File: src/rtl/lsu_pkg.sv
// lsu_pkg: shared MemOp encodings, FSM states and access-size decode for the LSU.
package lsu_pkg;
   typedef enum logic [2:0] {
      OP_B  = 3'b000,
      OP_H  = 3'b001,
      OP_W  = 3'b010,
      OP_D  = 3'b011,
      OP_BU = 3'b100,
      OP_HU = 3'b101,
      OP_WU = 3'b110
   } mem_op_t;
   typedef enum logic [2:0] {S_IDLE, S_REQ, S_WAIT, S_RESP, S_REQ2, S_WAIT2} state_t;
   function automatic logic [3:0] op_bytes(input logic [2:0] op);
      return 4'd1 << op[1:0];
   endfunction
   // Dword and unsigned-word only exist on a 64-bit core; 3'b111 is never legal.
   function automatic logic op_legal(input logic [2:0] op, input int xlen);
      return (op == OP_D || op == OP_WU) ? (xlen == 64) : (op != 3'b111);
   endfunction
endpackage

File: src/rtl/lsu_align.sv
// lsu_align: lane positioning of store data/mask over a two-word window, and
// right-shift plus sign/zero extension of load data from the same window.
module lsu_align
   import lsu_pkg::*;
#(
   parameter int XLEN = 32
) (
   input  logic [$clog2(XLEN/8)-1:0] i_off,
   input  logic [2:0]                i_op,
   input  logic [XLEN-1:0]           i_wdata,
   input  logic [2*XLEN-1:0]         i_rdata,
   output logic [2*XLEN-1:0]         o_wdata,
   output logic [XLEN/4-1:0]         o_wmask,
   output logic [XLEN-1:0]           o_rdata
);
   logic [3:0] w_size;
   logic [XLEN-1:0] w_sh, w_keep, w_top;
   logic w_sign;
   // w_keep wraps to all ones for a full-width access, so no special case is needed.
   always_comb begin
      w_size = op_bytes(i_op);
      o_wmask = (XLEN/4)'((16'd1 << w_size) - 16'd1) << i_off;
      o_wdata = {{XLEN{1'b0}}, i_wdata} << {i_off, 3'b000};
      w_sh = XLEN'(i_rdata >> {i_off, 3'b000});
      w_keep = (XLEN'(1) << {w_size, 3'b000}) - XLEN'(1);
      w_top = w_keep ^ (w_keep >> 1);
      w_sign = !i_op[2] && |(w_sh & w_top);
      o_rdata = (w_sh & w_keep) | ({XLEN{w_sign}} & ~w_keep);
   end
endmodule

File: src/rtl/lsu.sv
// lsu: load/store unit bridging a core request/response port to a single-beat
// bus, optionally splitting word-crossing misaligned accesses into two beats.
module lsu
   import lsu_pkg::*;
#(
   parameter int XLEN = 32,
   parameter int ADDR_W = 32,
   parameter int ALLOW_MISALIGN = 0
) (
   input  logic              i_clk,
   input  logic              i_rstn,
   input  logic              i_req_valid,
   output logic              o_req_ready,
   input  logic              i_mem_wr,
   input  logic [2:0]        i_mem_op,
   input  logic [ADDR_W-1:0] i_addr,
   input  logic [XLEN-1:0]   i_wdata,
   output logic              o_resp_valid,
   input  logic              i_resp_ready,
   output logic [XLEN-1:0]   o_rdata,
   output logic              o_resp_err,
   output logic              o_bus_req,
   input  logic              i_bus_gnt,
   output logic [ADDR_W-1:0] o_bus_addr,
   output logic              o_bus_we,
   output logic [XLEN-1:0]   o_bus_wdata,
   output logic [XLEN/8-1:0] o_bus_wmask,
   input  logic              i_bus_rvalid,
   input  logic [XLEN-1:0]   i_bus_rdata
);
   localparam int NB = XLEN / 8;
   localparam int OW = $clog2(NB);
   state_t r_state, w_next;
   logic r_wr, r_split, r_err;
   logic [2:0] r_op;
   logic [ADDR_W-1:0] r_addr, w_addr1, w_addr2;
   logic [XLEN-1:0] r_wdata, r_lo, r_rdata, w_ext;
   logic [2*XLEN-1:0] w_wd2, w_rd2;
   logic [2*NB-1:0] w_wm2;
   logic [3:0] w_in_size;
   logic w_hs, w_in_unal, w_in_err, w_in_split, w_req, w_st, w_beat2;

   always_comb begin
      w_hs = i_req_valid && r_state == S_IDLE;
      w_in_size = op_bytes(i_mem_op);
      w_in_unal = (4'(i_addr[OW-1:0]) & (w_in_size - 4'd1)) != 4'd0;
      w_in_split = ALLOW_MISALIGN != 0 && 5'(i_addr[OW-1:0]) + 5'(w_in_size) > 5'(NB);
      w_in_err = !op_legal(i_mem_op, XLEN) || (ALLOW_MISALIGN == 0 && w_in_unal);
      w_addr1 = {r_addr[ADDR_W-1:OW], {OW{1'b0}}};
      w_addr2 = w_addr1 + ADDR_W'(NB);
      w_rd2 = r_state == S_WAIT2 ? {i_bus_rdata, r_lo} : {{XLEN{1'b0}}, i_bus_rdata};
   end

   lsu_align #(.XLEN(XLEN)) u_align (
      .i_off(r_addr[OW-1:0]),
      .i_op(r_op),
      .i_wdata(r_wdata),
      .i_rdata(w_rd2),
      .o_wdata(w_wd2),
      .o_wmask(w_wm2),
      .o_rdata(w_ext)
   );

   always_ff @(posedge i_clk) begin
      if (!i_rstn) r_state <= S_IDLE;
      else r_state <= w_next;
   end

   always_comb begin
      w_next = r_state;
      case (r_state)
         S_IDLE:  w_next = w_hs ? (w_in_err ? S_RESP : S_REQ) : S_IDLE;
         S_REQ:   w_next = !i_bus_gnt ? S_REQ : !r_wr ? S_WAIT : r_split ? S_REQ2 : S_RESP;
         S_WAIT:  w_next = !i_bus_rvalid ? S_WAIT : r_split ? S_REQ2 : S_RESP;
         S_REQ2:  w_next = !i_bus_gnt ? S_REQ2 : r_wr ? S_RESP : S_WAIT2;
         S_WAIT2: w_next = i_bus_rvalid ? S_RESP : S_WAIT2;
         S_RESP:  w_next = i_resp_ready ? S_IDLE : S_RESP;
         default: w_next = S_IDLE;
      endcase
      w_req = r_state == S_REQ || r_state == S_REQ2;
      w_st = w_req && r_wr;
      w_beat2 = r_state == S_REQ2;
      o_req_ready = r_state == S_IDLE;
      o_resp_valid = r_state == S_RESP;
      o_resp_err = r_err;
      o_rdata = r_rdata;
      o_bus_req = w_req;
      o_bus_we = w_st;
      o_bus_addr = !w_req ? '0 : w_beat2 ? w_addr2 : w_addr1;
      o_bus_wdata = !w_st ? '0 : w_beat2 ? w_wd2[2*XLEN-1:XLEN] : w_wd2[XLEN-1:0];
      o_bus_wmask = !w_st ? '0 : w_beat2 ? w_wm2[2*NB-1:NB] : w_wm2[NB-1:0];
   end

   // Beat-1 read data is parked in r_lo until beat 2 arrives for the merge.
   always_ff @(posedge i_clk) begin
      if (!i_rstn) begin
         r_wr <= 1'b0;
         r_op <= '0;
         r_addr <= '0;
         r_wdata <= '0;
         r_split <= 1'b0;
         r_err <= 1'b0;
         r_lo <= '0;
         r_rdata <= '0;
      end else begin
         if (w_hs) begin
            r_wr <= i_mem_wr;
            r_op <= i_mem_op;
            r_addr <= i_addr;
            r_wdata <= i_wdata;
            r_split <= w_in_split;
            r_err <= w_in_err;
            r_rdata <= '0;
         end
         if (r_state == S_WAIT && i_bus_rvalid) r_lo <= i_bus_rdata;
         if (i_bus_rvalid && ((r_state == S_WAIT && !r_split) || r_state == S_WAIT2)) r_rdata <= w_ext;
      end
   end
endmodule

File: config.mk
export PLATFORM = sky130hd
export DESIGN_NAME = lsu
export DESIGN_NICKNAME = d
export VERILOG_FILES = /design/src/rtl/lsu_pkg.sv /design/src/rtl/lsu_align.sv /design/src/rtl/lsu.sv
export SDC_FILE = /design/constraint.sdc
export NUM_CORES = 1
export LEC_CHECK = 0
export CAP_MARGIN = 15
export CELL_PAD_IN_SITES_DETAIL_PLACEMENT = 0
export CELL_PAD_IN_SITES_GLOBAL_PLACEMENT = 1
export CORE_UTILIZATION = 32
export DETAILED_ROUTE_END_ITERATION = 8
export PLACE_DENSITY = 0.78
export RECOVER_POWER = 25
export SYNTH_ARGS = -nofsm -noshare
export SYNTH_HDL_FRONTEND = slang
export SYNTH_SLANG_ARGS = --single-unit
File: constraint.sdc
create_clock -name i_clk -period 2.2 [get_ports i_clk]
set_clock_uncertainty 0.2 [all_clocks]
set_input_delay 0.22 -clock i_clk [delete_from_list [all_inputs] [get_ports i_clk]]
set_output_delay 0.22 -clock i_clk [all_outputs]
set_load 0.005 [all_outputs]
==> results of run 1 <==
state kept, by name, indices dropped and copies added, names as in the netlist:
| name | cells |
|---|---|
| r_wdata | 32 |
| o_rdata | 32 |
| o_resp_err | 1 |
| r_addr | 32 |
| r_state | 3 |
| r_wr | 1 |
| r_op | 3 |
| r_lo | 32 |
area by class of cell:
| type | count | area [um^2] | area share, % |
|---|---|---|---|
| Clock inverter | 14 | 197.7 | 1.382 |
| Timing Repair Buffer | 458 | 4329 | 30.26 |
| Tap cell | 324 | 405.4 | 2.834 |
| Multi-Input combinational cell | 842 | 6140 | 42.92 |
| Antenna cell | 2 | 5.005 | 0.03499 |
| Sequential cell | 136 | 2744 | 19.18 |
| Clock buffer | 18 | 429.2 | 3.000 |
| Inverter | 12 | 55.05 | 0.3849 |
timing repair:
item                                    4_1_cts  5_1_grt
gates cloned                                  6        2
buffers inserted                             68       40
endpoints found under the setup margin       98      154
pin swaps                                   100       82
resized for setup                           475      163
worst paths after layout:
check                                  from  cells after the start             end
worst min register to register  o_rdata[31]                      2     o_rdata[31]
worst max-delay path             r_state[2]                     12  o_bus_addr[26]
worst min-delay path             i_addr[26]                      3      r_addr[26]
worst max register to register   r_state[0]                     10     o_rdata[17]
cells in the mapped netlist, drive strengths merged (13+ instances only):
library cell  count
buf              25
a21oi           149
nor2             69
a31oi            13
clkbuf           62
xor2             15
o21ai            43
mux2i            82
a211oi           15
nor3             34
nand3            24
a221oi           13
nand2           253
dfxtp           136
cell families after synthesis:
logic type	share of synthesized area, %
DFF	33.89
AOI/OAI and AO/OA	22.60
xor gates and xnor gates	2.071
buffers and inverters	5.108
other	0.04668
muxes	12.18
adders and majority gates	0.3114
and+or+nand+nor	23.80
worst reg2reg max path, delay by kind of cell (launching register included):
family | cells | cell delay (ns)
AOI/OAI and AO/OA | 2 | 0.30
buffers and inverters | 4 | 0.51
DFF | 1 | 0.36
muxes | 1 | 0.56
and+or+nand+nor | 3 | 0.63
metrics by stage:
stage	TNS [ns]	hold WS, ns	util [%]	std cells	setup WS [ns]
2_1_floorplan	-0.02172	0.1485	-	1077	-0.004048
3_3_place_gp	-21.92	0.2409	47.07	1674	-0.4888
3_5_place_dp	-23.79	0.2460	47.07	1674	-0.5273
4_1_cts	-26.68	0.1233	55.02	1776	-0.5696
5_1_grt	-38.48	0.1422	58.47	1805	-0.6582
6_report	-30.82	0.1374	58.48	1806	-0.5311
power groups by stage:
| stage | clock [mW] | sequential (mW) | combinational [mW] |
|---|---|---|---|
| finish | 3.10 | 2.79 | 2.47 |
| global route | 3.24 | 2.81 | 2.64 |
| CTS | 3.13 | 2.78 | 2.22 |
| detailed placement | 0 | 2.84 | 1.91 |
| global placement | 0 | 2.83 | 1.90 |
| floorplan | 0 | 2.81 | 0.988 |
layer usage:
| layer | vias up | wire length, um |
|---|---|---|
| li1 | 4578 | - |
| met1 | 4590 | 14120 |
| met2 | 400 | 15780 |
| met3 | 53 | 2386 |
| met4 | 0 | 790 |
| met5 | - | 0 |
==> run_results.csv, run 1 <==
group,metric,value,unit
yosys,synthFlopType,"dfxtp_1",
timing,rsz0062_at_grt,"true",
die,core,24460,um^2
yosys,syn-cell-area,8034,um^2
placement,place.gp.congestion,0.9021,
yosys,yosys.cell_types.count,65,
placement,numPortBuffers,208,
job,max_cap_violations,0,
clock_tree,cts-buffers-inserted,17,
final_layout,final_common_cell,"nand2_1",
timing,timing.final.ws_setup,-0.5311,ns
die,io_pins,211,
power_and_ir_drop,p_seq_share,33.4,%
yosys,async_reset_ff_share,0,%
yosys,synth_top_area_cell,"dfxtp_1",
die,die_h,160.5,um
timing,fmax,366.2,MHz
clock_tree,cts_sinks,136,
worst_setup_path,path_cells,"buf_4 > and4bb_2 > nand4_1 > buf_6 > buf_6 > nor2_4 > buf_6 > buf_6 > nand3_2 > xor2_1 > nor2_1 > buf_2",
timing,setup_viol,101,
clock_tree,htreeDepth,4,
route,drt-initial-drc-count,627,
run_status,violations,"negative setup slack",
yosys,avgSynthCellArea,7.467,um^2
power_and_ir_drop,combPwrFrac,29.6,%
final_layout,fin_nets,1575,
final_layout,area_delta_synth_final,78.06,%
route,vias,9621,
grt,grt.met2_usage,39.71,%
grt,grt_pass1_vias,9316,
power_and_ir_drop,ir_worst_vdd,0.4711,mV
run_status,status,"complete, but fails checks",
timing,maxSlewViolCount,0,
final_layout,fin_area,14310,um^2
worst_setup_path,required,1.78,ns
power_and_ir_drop,power.density,584.5,nW/um^2
grt,overflow,0,
grt,antenna_found_initial,2,
worst_setup_path,path_class,"flip-flop to output port",
clock_tree,cts_tree,"yes",
clock_tree,clk_latency,0.43,ns
final_layout,drive_above_1_share,38.92,%
route,dr.pass1.iters,5,
die,dieArea,25740,um^2
final_layout,n_fill_cell,2121,
grt,grt_util_met3,5.036,%
clock_tree,clk_pin_slew,0.07,ns
route,final_antenna_net_count,0,
worst_setup_path,startpoint_type,"flip-flop",
power_and_ir_drop,switching_share,31.15,%
worst_setup_path,critPathMaxStageDelay,0.37,ns
timing,hold_viol,0,
route,drc,0,
yosys,ys_seq_elements,136,
placement,placed_area,11510,um^2
worst_setup_path,slowest_stage,"dfxtp_4",
die,fp-row-count,57,
power_and_ir_drop,p_sw,2.605,mW
route,viasPerCell,5.327,
timing,fin_crit_sh,124.1,%
die,die_w,160.5,um
clock_tree,clockBufferDepth,2,
worst_setup_path,path_buf_inv,6,
grt,grt.busiest_layer,"met2",
final_layout,most-common-layout-cells,"nand2_1, buf_4, dfxtp_1, a21oi_1, clkdlybuf4s50_1",
grt,grt_start_max_net_pins,74,
yosys,yosysSeqAreaShare,33.89,%
route,wirelength,33070,um
grt,met1_usage,31.52,%
die,floorplan.initialDensity,32.84,%
power_and_ir_drop,power.total,8.361,mW
placement,dpl.hpwl,20800,um
timing,finalCriticalPeriod,2.731,ns
worst_setup_path,crit_family,"buffers and inverters",
power_and_ir_drop,p_leak,5.664,nW
yosys,syn-instance-count,1076,
power_and_ir_drop,pwr-share-clk,37.0,%
worst_setup_path,r2r_slack,-0.43,ns
clock_tree,cts_hold_buf,0,
worst_setup_path,cp_max_fo,6,
power_and_ir_drop,power.internal,5.756,mW
yosys,synthDominantCellAreaShare,33.89,%
grt,grt_pass1_wl,49690,um
grt,grt_usage,24.37,%
yosys,yosysWarnings,0,
worst_setup_path,worstSetupEndpointType,"output port",
yosys,synth_edf_count,0,
worst_setup_path,crit_top_cell,"buf_6",
yosys,synth_area_leaders,"dfxtp_1, nand2_1, mux2i_1",
route,wl_per_cell,18.31,um
worst_setup_path,arrival,2.31,ns
worst_hold_path,hold_path.class,"input port to flip-flop",
clock_tree,cts_root_buf,"clkbuf_16",
Power figures use the tool's default switching activity.
==> inputs of run 2 (changes only) <==
Settings changed: CORE_UTILIZATION 32 to 35, PLACE_DENSITY 0.78 to 0.8, SKIP_LAST_GASP from default to 1.
Clock period 2.2 ns to 2.55 ns, I/O delays scaled along.
==> run_results.csv, run 2 (same netlist as run 1, synthesis figures left out) <==
group,metric,value,unit
run_status,status,"complete, but fails checks",
run_status,violations,"negative setup slack",
power_and_ir_drop,power.total,6.555,mW
grt,grt_pass1_wl,44420,um
worst_setup_path,path_class,"flip-flop to output port",
clock_tree,clk_latency,0.42,ns
worst_setup_path,required,2.10,ns
placement,dp.cells,1579,
die,die_w,153.5,um
timing,maxSlewViolCount,0,
timing,hold_viol,0,
final_layout,fin_cells,1646,
worst_setup_path,slowest_stage,"dfxtp_2",
route,wirelength,28530,um
die,io_pins,211,
final_layout,most-common-layout-cells,"nand2_1, a21oi_1, dfxtp_1, clkdlybuf4s50_1, buf_4",
clock_tree,cts-buffers-inserted,17,
route,vias,8839,
clock_tree,cts_root_buf,"clkbuf_16",
clock_tree,cts_tree,"yes",
worst_setup_path,startpoint_type,"flip-flop",
clock_tree,htreeDepth,4,
timing,setup_viol,17,
die,dieArea,23560,um^2
worst_setup_path,worstSetupEndpointType,"output port",
power_and_ir_drop,ir_worst_vdd,0.3066,mV
worst_setup_path,cp_max_fo,5,
timing,fmax,375.1,MHz
worst_setup_path,critPathMaxStageDelay,0.33,ns
placement,placed_area,10940,um^2
timing,whs,0.1770,ns
grt,antenna_found_initial,1,
die,core,22570,um^2
die,floorplan.initialDensity,35.59,%
job,max_cap_violations,0,
clock_tree,cts_sinks,136,
clock_tree,clk_pin_slew,0.06,ns
worst_setup_path,arrival,2.21,ns
clock_tree,clockBufferDepth,2,
placement,place.gp.congestion,0.8789,
placement,numPortBuffers,208,
timing,finalSetupTns,-0.9486,ns
timing,tightest_slew,0.7036,ns
grt,overflow,0,
route,drt-initial-drc-count,546,
timing,fin_crit_sh,104.6,%
timing,timing.final.ws_setup,-0.1163,ns
route,viasPerCell,5.370,
route,dr.pass1.iters,5,
route,drc,0,
final_layout,final_common_cell,"nand2_1",
final_layout,area_delta_synth_final,51.22,%
final_layout,fin_nets,1457,
grt,grt_start_max_net_pins,127,
final_layout,drive_above_1_share,22.34,%
worst_setup_path,crit_family,"simple AND/OR/NAND/NOR gates",
worst_setup_path,crit_top_cell,"nand4_1",
final_layout,fin_area,12150,um^2
timing,finalCriticalPeriod,2.666,ns
timing,rsz0062_at_grt,"true",
worst_setup_path,path_cells,"nand4_1 > or2_4 > nor3_4 > nand4_1 > buf_4 > or3_4 > a21oi_2 > buf_2",
worst_setup_path,path_buf_inv,2,
power_and_ir_drop,p_leak,4.989,nW
die,fp-row-count,55,
timing,slew_headroom,53.09,%
final_layout,antenna_cells,0,
placement,dpl.hpwl,19540,um
route,wl_per_cell,17.33,um
die,die_h,153.5,um
power_and_ir_drop,power.density,539.5,nW/um^2
grt,grt_pass1_vias,8267,
grt,grt_usage,23.77,%
route,final_antenna_net_count,0,
final_layout,final_core_util,53.82,%
placement,dp_slack,-0.1943,ns
worst_hold_path,hold_path.class,"input port to flip-flop",
run 2: cell count changes in the layout (fill, tap and decap cells not counted), moves of 11 or more:
cell           delta
dlygate4sd2_1    +19
buf_4            -61
a21oi_1          +11
o21ai_0          +16
buf_2            -35
mux2i_4          -12
mux2i_1          +22
nor2_1           +22
buf_6            -48
nor2_4           -17
run 2: layout make-up:
class,instances,area [um^2]
timing repair buffer,339,3161
tap,285,356.6
clock inverter,8,118.9
clock buffer,23,478.0
multi-input combinational,843,5250
sequential,136,2738
fill,2193,10420
inverter,12,47.55
run 2: worst paths after layout:
path | start | endpoint | slack (ns) | depth (start not counted)
worst min-delay path | i_wdata[22] | r_wdata[22] | 0.18 | 3
worst max-delay path | r_addr[17] | o_bus_addr[29] | -0.12 | 8
worst max register to register | r_state[0] | o_rdata[21] | -0.08 | 11
worst min register to register | o_rdata[31] | o_rdata[31] | 0.25 | 2
run 2: repair_timing:
item	4_1_cts	5_1_grt
endpoints found under the setup margin	73	69
gates cloned	2	1
hold buffers	0	0
hold endpoints to repair	0	0
buffers inserted	24	14
pin swaps	34	51
gates resized for setup	186	98
run 2: power by group:
group,internal [mW],leakage (nW),switching [mW]
sequential,2.28,1.11,0.128
combinational,0.748,3.58,0.858
clock,1.61,0.293,0.933
total,4.64,4.99,1.92
run 2: layer usage:
metal	up-vias	track usage, %	wire [um]
met5	-	0	11
met4	2	6.476	409
met3	31	6.201	1924
met2	295	38.10	13360
met1	4162	31.47	12820
li1	4349	-	-
run 2: worst min-delay path, stage by stage:
cell and delay [ns]:
clkdlybuf4s50_1 0.39, nand2_1 0.06, a21oi_1 0.05
